$ cat src/rtl/image_stream_processor.sv
// image_stream_processor: two-stage valid/ready pipeline applying a per-pixel point
// operation to a multi-channel stream, tracking frame position and tagging SOF/EOL/EOF.
module image_stream_processor #(
    parameter int unsigned CH_W       = 8,
    parameter int unsigned NUM_CH     = 3,
    parameter int unsigned IMG_WIDTH  = 512,
    parameter int unsigned IMG_HEIGHT = 512
) (
    input  logic                   clk,
    input  logic                   rst,
    input  logic [2:0]             operation_select,
    input  logic [CH_W-1:0]        threshold_value,
    input  logic [CH_W-1:0]        brightness_value,
    input  logic                   pixel_valid_in,
    output logic                   pixel_ready_out,
    input  logic [NUM_CH*CH_W-1:0] pixel_in,
    output logic                   pixel_valid_out,
    input  logic                   pixel_ready_in,
    output logic [NUM_CH*CH_W-1:0] pixel_out,
    output logic                   pixel_sof_out,
    output logic                   pixel_eol_out,
    output logic                   pixel_eof_out,
    output logic [15:0]            frame_count
);
    localparam int unsigned PW = NUM_CH * CH_W;
    localparam int unsigned XW = (IMG_WIDTH > 1) ? $clog2(IMG_WIDTH) : 1;
    localparam int unsigned YW = (IMG_HEIGHT > 1) ? $clog2(IMG_HEIGHT) : 1;
    localparam int unsigned GW = CH_W + 8;
    localparam logic [CH_W-1:0] CH_MAX = {CH_W{1'b1}};

    localparam logic [2:0] OP_INVERT = 3'b000;
    localparam logic [2:0] OP_THRESH = 3'b001;
    localparam logic [2:0] OP_ADD    = 3'b010;
    localparam logic [2:0] OP_GRAY   = 3'b011;
    localparam logic [2:0] OP_SUB    = 3'b100;
    localparam logic [2:0] OP_PASS   = 3'b101;

    logic [XW-1:0] x_q;
    logic [YW-1:0] y_q;
    logic [2:0]      op_q;
    logic [CH_W-1:0] thr_q, bright_q;

    logic                         v1_q;
    logic [PW-1:0]                s1_pix_q;
    logic [2:0]                   s1_op_q;
    logic                         s1_sof_q, s1_eol_q, s1_eof_q;
    logic [NUM_CH-1:0][CH_W:0]    s1_sum_q, s1_diff_q;
    logic [NUM_CH-1:0]            s1_thr_q;
    logic [GW-1:0]                s1_gray_q;

    logic in_acc, adv, out_acc;
    logic at_sof, at_eol, at_eof;
    logic [2:0]      cfg_op;
    logic [CH_W-1:0] cfg_thr, cfg_bright;
    logic [NUM_CH-1:0][CH_W:0] sum_d, diff_d;
    logic [NUM_CH-1:0]         thr_d;
    logic [GW-1:0]             gray_d;
    logic [PW-1:0]             final_d;
    logic [CH_W-1:0]           res;

    assign pixel_ready_out = ~v1_q | ~pixel_valid_out | pixel_ready_in;
    assign in_acc  = pixel_valid_in & pixel_ready_out;
    assign adv     = ~pixel_valid_out | pixel_ready_in;
    assign out_acc = pixel_valid_out & pixel_ready_in;

    assign at_sof = (x_q == '0) && (y_q == '0);
    assign at_eol = (x_q == XW'(IMG_WIDTH - 1));
    assign at_eof = at_eol && (y_q == YW'(IMG_HEIGHT - 1));

    // The first pixel of a frame already uses the config being latched with it.
    assign cfg_op     = at_sof ? operation_select : op_q;
    assign cfg_thr    = at_sof ? threshold_value  : thr_q;
    assign cfg_bright = at_sof ? brightness_value : bright_q;

    // Stage-1 per-channel sums, differences and threshold compares
    always_comb begin
        sum_d  = '0;
        diff_d = '0;
        thr_d  = '0;
        for (int c = 0; c < NUM_CH; c++) begin
            sum_d[c]  = {1'b0, pixel_in[PW-1-c*CH_W -: CH_W]} + {1'b0, cfg_bright};
            diff_d[c] = {1'b0, pixel_in[PW-1-c*CH_W -: CH_W]} - {1'b0, cfg_bright};
            thr_d[c]  = pixel_in[PW-1-c*CH_W -: CH_W] >= cfg_thr;
        end
    end

    // Weighted luma sum; the >>8 happens in stage 2 by taking the upper CH_W bits.
    if (NUM_CH == 3) begin : g_luma
        assign gray_d = GW'(77)  * GW'(pixel_in[PW-1 -: CH_W])
                      + GW'(150) * GW'(pixel_in[PW-1-CH_W -: CH_W])
                      + GW'(29)  * GW'(pixel_in[PW-1-2*CH_W -: CH_W]);
    end else begin : g_copy
        assign gray_d = {pixel_in[PW-1 -: CH_W], 8'd0};
    end

    // Stage-2 result selection and saturation
    always_comb begin
        final_d = '0;
        res     = '0;
        for (int c = 0; c < NUM_CH; c++) begin
            res = s1_pix_q[PW-1-c*CH_W -: CH_W];
            case (s1_op_q)
                OP_INVERT: res = CH_MAX - s1_pix_q[PW-1-c*CH_W -: CH_W];
                OP_THRESH: res = s1_thr_q[c] ? CH_MAX : '0;
                OP_ADD:    res = s1_sum_q[c][CH_W] ? CH_MAX : s1_sum_q[c][CH_W-1:0];
                OP_GRAY:   res = s1_gray_q[GW-1 -: CH_W];
                OP_SUB:    res = s1_diff_q[c][CH_W] ? '0 : s1_diff_q[c][CH_W-1:0];
                default:   res = s1_pix_q[PW-1-c*CH_W -: CH_W];
            endcase
            final_d[PW-1-c*CH_W -: CH_W] = res;
        end
    end

    // Frame position, config shadow and emitted-frame counter
    always_ff @(posedge clk or posedge rst) begin
        if (rst) begin
            x_q         <= '0;
            y_q         <= '0;
            op_q        <= OP_PASS;
            thr_q       <= '0;
            bright_q    <= '0;
            frame_count <= '0;
        end else begin
            if (in_acc) begin
                if (at_eol) begin
                    x_q <= '0;
                    y_q <= at_eof ? '0 : y_q + YW'(1);
                end else begin
                    x_q <= x_q + XW'(1);
                end
                if (at_sof) begin
                    op_q     <= operation_select;
                    thr_q    <= threshold_value;
                    bright_q <= brightness_value;
                end
            end
            if (out_acc && pixel_eof_out) begin
                frame_count <= frame_count + 16'd1;
            end
        end
    end

    // Stage 1: capture accepted pixel, markers and partial results
    always_ff @(posedge clk or posedge rst) begin
        if (rst) begin
            v1_q      <= 1'b0;
            s1_pix_q  <= '0;
            s1_op_q   <= OP_PASS;
            s1_sof_q  <= 1'b0;
            s1_eol_q  <= 1'b0;
            s1_eof_q  <= 1'b0;
            s1_sum_q  <= '0;
            s1_diff_q <= '0;
            s1_thr_q  <= '0;
            s1_gray_q <= '0;
        end else if (in_acc) begin
            v1_q      <= 1'b1;
            s1_pix_q  <= pixel_in;
            s1_op_q   <= cfg_op;
            s1_sof_q  <= at_sof;
            s1_eol_q  <= at_eol;
            s1_eof_q  <= at_eof;
            s1_sum_q  <= sum_d;
            s1_diff_q <= diff_d;
            s1_thr_q  <= thr_d;
            s1_gray_q <= gray_d;
        end else if (adv) begin
            v1_q <= 1'b0;
        end
    end

    // Stage 2: registered outputs, held while the sink stalls
    always_ff @(posedge clk or posedge rst) begin
        if (rst) begin
            pixel_valid_out <= 1'b0;
            pixel_out       <= '0;
            pixel_sof_out   <= 1'b0;
            pixel_eol_out   <= 1'b0;
            pixel_eof_out   <= 1'b0;
        end else if (adv) begin
            pixel_valid_out <= v1_q;
            pixel_out       <= final_d;
            pixel_sof_out   <= v1_q & s1_sof_q;
            pixel_eol_out   <= v1_q & s1_eol_q;
            pixel_eof_out   <= v1_q & s1_eof_q;
        end
    end

endmodule

$ cat config.mk
export PLATFORM = sky130hd
export DESIGN_NAME = image_stream_processor
export DESIGN_NICKNAME = d
export VERILOG_FILES = /design/src/rtl/image_stream_processor.sv
export SDC_FILE = /design/constraint.sdc
export NUM_CORES = 1
export LEC_CHECK = 0
export ABC_CLOCK_PERIOD_IN_PS = 8400
export BUFFER_PORTS_ARGS = -buffer_cell sky130_fd_sc_hd__buf_4
export CORE_ASPECT_RATIO = 0.6
export CORE_MARGIN = 2
export CORE_UTILIZATION = 55
export CTS_CLUSTER_DIAMETER = 40
export DETAILED_ROUTE_END_ITERATION = 16
export MAX_ROUTING_LAYER = met4
export PLACE_DENSITY = 0.74
export SYNTH_ARGS = -nofsm -noshare
export SYNTH_HDL_FRONTEND = slang
export SYNTH_SLANG_ARGS = --single-unit
export TNS_END_PERCENT = 10
$ cat constraint.sdc
create_clock -name clk -period 8.4 [get_ports clk]
set_input_delay 2.52 -clock clk [delete_from_list [all_inputs] [get_ports clk]]
set_output_delay 2.52 -clock clk [all_outputs]
set_load 0.01 [all_outputs]
### Word-level counts from Yosys, hierarchy flattened

Cells that the tools add are included.

* equality and inequality tests: 6
* muxes and demuxes: 19
* add/sub/neg operators: 14
* order comparisons: 3
* reductions and logical operators: 9
* bitwise operators: 10
* multipliers: 3

Operators by type and width (number)
* $pmux 8 s5: 3
* $mux 8: 11
* $mul 7x8->15 const A: 2
* $add 8x8->9: 3
* $sub 8x8->9: 3
* $ge 8x8->1: 3
* $sub 8x8->8 const A: 3
* $add 9x1->9 const B: 2
* $eq 9x9->1 const B: 2
* $logic_not 9->1: 2
* $mux 9: 2
* $add 15x16->16: 1
* $add 16x1->16 const B: 1
* $add 16x13->16: 1
* $mul 5x8->13 const A: 1
* $eq 3x2->1 const B: 2
* $and 1x1->1: 5
* $reduce_and 2->1: 2
* $eq 3x1->1 const B: 1
* $eq 3x3->1 const B: 1
* $logic_and 1x1->1: 3
* $logic_not 3->1: 1
* $mux 3: 1
* $or 1x1->1: 3
* 3 further kinds: 5

* input bits: 47
* logic and storage cells: 88
* output and inout port bits: 45
* register bits after elaboration: 182

### Depth between registers and ports, before layout

* depth in word-level cells: 5
* depth in mapped cells: 26
* mapped depth without buffers: 26

### Worst setup path before layout

Ideal clock, no wire load.

* kind: input to register
* start: input port pixel_in[12]
* end: register s1_gray_q[14]
* setup time: 0.130 ns
* arrival time: 8.109 ns
* buffers on the path: 0
* cell stages on the path: 22
* required time: 8.270 ns
* setup slack: 0.161 ns
* cell sequence: ha_1 ha_1 inv_1 fa_1 fa_1 inv_1 ha_1 xnor2_1 fa_1 fa_1 inv_1 fa_1 inv_1 fa_1 ha_1 a211o_1 o41a_1 nand4_1 nand3b_1 a21oi_1 xor2_1 o21ai_1

* cells in the longest elaborated chain, start to end: 3

Ends and longest elaborated chain
* start: declaration: line 16 `input logic [NUM_CH*CH_W-1:0] pixel_in,`
* $mul 7x8->15: line 90 `+ GW'(150) * GW'(pixel_in[PW-1-CH_W -: CH_W])`
* $add 15x16->16: line 90
* $add 16x13->16: line 91 `+ GW'(29) * GW'(pixel_in[PW-1-2*CH_W -: CH_W]);`
* end signal: assignment: line 166 `s1_gray_q <= gray_d;`
* end: declaration: line 49 `logic [GW-1:0] s1_gray_q;`

Every way passes these cells.
A chain may end at the register's enable or synchronous reset.

### Worst setup path after layout

* start: input port pixel_in[12]
* end: register s1_gray_q[15]

Same word-level chain as after synthesis.

==> reports/qor.txt <==
vias after detailed routing - 10.1k
clock net sink count - 171
endpoint required time on the critical path - 8.69 ns
number of hold violations in the final report - 0
buffers added on ports - 91
antenna violations before repair - 0
cell area after technology mapping - 12,600 um2
largest vdd supply drop - 0.000362 V
detailed router's first-iteration violation count - 1,034
placed instance area - 13,800 um2
endpoint of the worst register-to-register path - s1_sum_q[8]
largest net degree at the start of global routing - 108
classification of the worst-slack hold path - reg -> reg
clock root buffer master - sky130_fd_sc_hd__clkbuf_16
most crowded layer after global routing - met1
count of nets after finishing - 1,709
GRT Residual Overflow - 0
antenna viol nets, final - 0
final critical-path share of the clock period - 0.972
Endpoint, Worst Hold - s1_gray_q[12]
Design Area, Final - 14,300 um2
area of the die - 24,200 um2
First-pass DRT Iterations - 8
delay of the slowest critical-path stage - 0.51 ns
critical path launch point type - input port
synthesized instance count - 1,340
Antenna Cells - 0
Worst R2R Start - x_q[1]
post-synthesis net count - 1,613
Cells on Worst Hold Path - 2
Clk pin slew, worst setup/hold paths - 0.07 ns
post-route worst setup slack - 0.233 ns
overall power of the completed layout - 0.00408 W
flop-to-flop setup slack - 4.22 ns
number of global-route vias before repair - 9,570
setup-violating endpoint count in the final report - 0
worst slew slack as a fraction of its limit - 0.190
number of cell instances on the worst register-to-register path - 15
Initial Util - 0.567
number of synthesis warnings - 0
Max Freq - 0.122 GHz
CORE AREA - 22,300 um2
Critical Setup Path Class - in -> reg
Yosys cell types - 50
Slew Viols, Final - 0
Row Count - 42
power density over the cells - 285 nW/um2
Period minus WS final - 8.17 ns
endpoint class of the critical path - flop
cell-by-cell trace of the critical path - buf_4 -> ha_1 -> ha_1 -> inv_1 -> fa_1 -> fa_1 -> inv_1 -> ha_1 -> xnor2_2 -> fa_1 -> fa_1 -> inv_1 -> fa_1 -> inv_1 -> fa_1 -> ha_1 -> o211ai_1 -> a31oi_1 -> o41a_1 -> nand4_1 -> a31oi_1 -> xnor2_1 -> xnor2_1 -> o21ai_1
met3 usage in global routing - 0.0923
deepest clock path buffer count - 2
CP max FO - 3
WL final - 33,500 um
Primary FF master, synth - sky130_fd_sc_hd__dfrtp_1
wire length of the first global-routing pass - 53,500 um
total of hold buffers inserted after clock tree synthesis - 0
overall routing resource usage - 0.301
routed length per placed instance - 19.0 um
transition time at the pin with the least slew margin - 1.21 ns
DRC errors left - 0
count of flip-flops with a built-in enable after synthesis - 0
mean area per synthesized cell - 9.43 um2
worst setup slack after placement - -0.245 ns
slowest library cell on the worst path - sky130_fd_sc_hd__fa_1
detailed placement HPWL - 25,000 um
final core utilization - 0.643
number of register bits inferred by synthesis - 171
TritonCTS buffer count - 17
WP data arrival - 8.45 ns
TritonCTS clock tree - yes
final RePlAce weighted congestion - 0.943
worst skew pair latency - 0.44 ns
proportion of register bits with asynchronous set or reset after synthesis - 1.00
CTS H-tree depth - 4
area growth from synthesis to layout - 13.4%
global-route track usage on met2 - 0.386
# Max-Cap Violations - 0
width of the die - 200 um
P_leak - 7.08 nW
Global Route met1 Usage - 0.462
worst clock skew - 0.0130 ns
proportion of synthesized chip area in sequential cells - 0.339
via count normalized by instance count - 5.72
most used cells in the layout excluding fill and tap cells - sky130_fd_sc_hd__nand2_1, sky130_fd_sc_hd__dfrtp_1, sky130_fd_sc_hd__ha_1
die span in y - 121 um
status - complete, no violations
proportion of layout cells with a drive suffix above 1 - 0.118
hold path startpoint - s1_gray_q[12]
# IOs - 92
Most Frequent Cell on Critical Path - sky130_fd_sc_hd__fa_1
## synth_stat cells, drive strengths merged (5+ instances only)
master / count / share of area
mux2i: 15 / 0.012
a31oi: 5 / 0.0025
buf: 8 / 0.0032
o2111ai: 24 / 0.017
nand3: 15 / 0.0059
clkbuf: 33 / 0.0099
ha: 165 / 0.16
o21ai: 157 / 0.062
a21o: 15 / 0.0089
fa: 61 / 0.097
dfrtp: 169 / 0.33
o31ai: 10 / 0.0059
and3: 13 / 0.0064
inv: 140 / 0.042
xor2: 17 / 0.012
or2: 6 / 0.0030
nand4: 8 / 0.0040
o21bai: 15 / 0.0089
a21oi: 101 / 0.040
mux2: 23 / 0.021
nor3: 12 / 0.0048
nand2: 170 / 0.051
nor2b: 11 / 0.0054
xnor2: 45 / 0.031
nand2b: 10 / 0.0050
or3: 11 / 0.0054
nor2: 48 / 0.014
## per-layer routing
| metal | vias to the layer above | share of wire |
|---|---|---|
| li1 | 4768 | - |
| met1 | 4819 | 0.49 |
| met2 | 427 | 0.40 |
| met3 | 36 | 0.11 |
| met4 | 0 | 0.012 |
| met5 | - | 0 |
## report_power, final
| group | internal [W] | switching, W | total [W] |
|---|---|---|---|
| Clock | 0.000388 | 0.000352 | 0.000740 |
| Sequential | 0.000961 | 0.0000972 | 0.00106 |
| Combinational | 0.00108 | 0.00121 | 0.00228 |
| Total | 0.00242 | 0.00166 | 0.00408 |
## through the flow
step	hold WS (ns)	TNS, ns	instances
5_1_grt	0.498	-0.0158	1757
4_1_cts	0.477	0	1757
6_report	0.478	0	1757
3_5_place_dp	0.461	-0.919	1725
2_1_floorplan	0.439	0	1340
3_3_place_gp	0.459	-0.670	1725
## timing repair
action / CTS / global route
buffers inserted: 0 / 0
setup endpoints to repair: 0 / 2
gates resized for setup: 0 / 2
## worst max path at each step
stage	slack [ns]	to	startpoint
5_1_grt	-0.02	s1_gray_q[14]	pixel_in[11]
3_3_place_gp	-0.20	s1_gray_q[15]	pixel_in[12]
2_1_floorplan	0.16	s1_gray_q[14]	pixel_in[12]
4_1_cts	0.20	s1_gray_q[15]	pixel_in[12]
6_report	0.23	s1_gray_q[15]	pixel_in[12]
3_5_place_dp	-0.25	s1_gray_q[15]	pixel_in[12]
## logic make-up after synthesis
group / Yosys count / share of synthesized area
compound gates: 340 / 0.155
mux: 38 / 0.0324
flops: 171 / 0.339
fa+ha+maj: 226 / 0.260
buf+inv: 181 / 0.0547
simple gates: 322 / 0.115
xor+xnor: 62 / 0.0430
## critical path: cells and delay by family
kind	cells	cell delay, ns
AOI/OAI and AO/OA	5	0.79
and+or+nand+nor	1	0.19
adders and majority gates	10	4.15
xor gates and xnor gates	3	0.49
buffers and inverters	5	0.30
## state kept, by name, indices dropped and copies added (netlist names), 3 cells and up
name	cells
s1_sum_q	27
s1_diff_q	24
pixel_out	24
s1_thr_q	3
bright_q	8
frame_count	16
x_q	9
thr_q	8
s1_op_q	3
y_q	9
s1_gray_q	8
s1_pix_q	24
## layout make-up
class | instances | area [um2]
Inverter | 140 | 531
Clock inverter | 13 | 93.8
Fill cell | 1924 | 7970
Timing Repair Buffer | 118 | 886
Multi-Input combinational cell | 988 | 7700
Sequential cell | 171 | 4280
Clock buffer | 19 | 443
Tap cell | 308 | 385
Note: power is estimated with default switching activity, not from simulation.
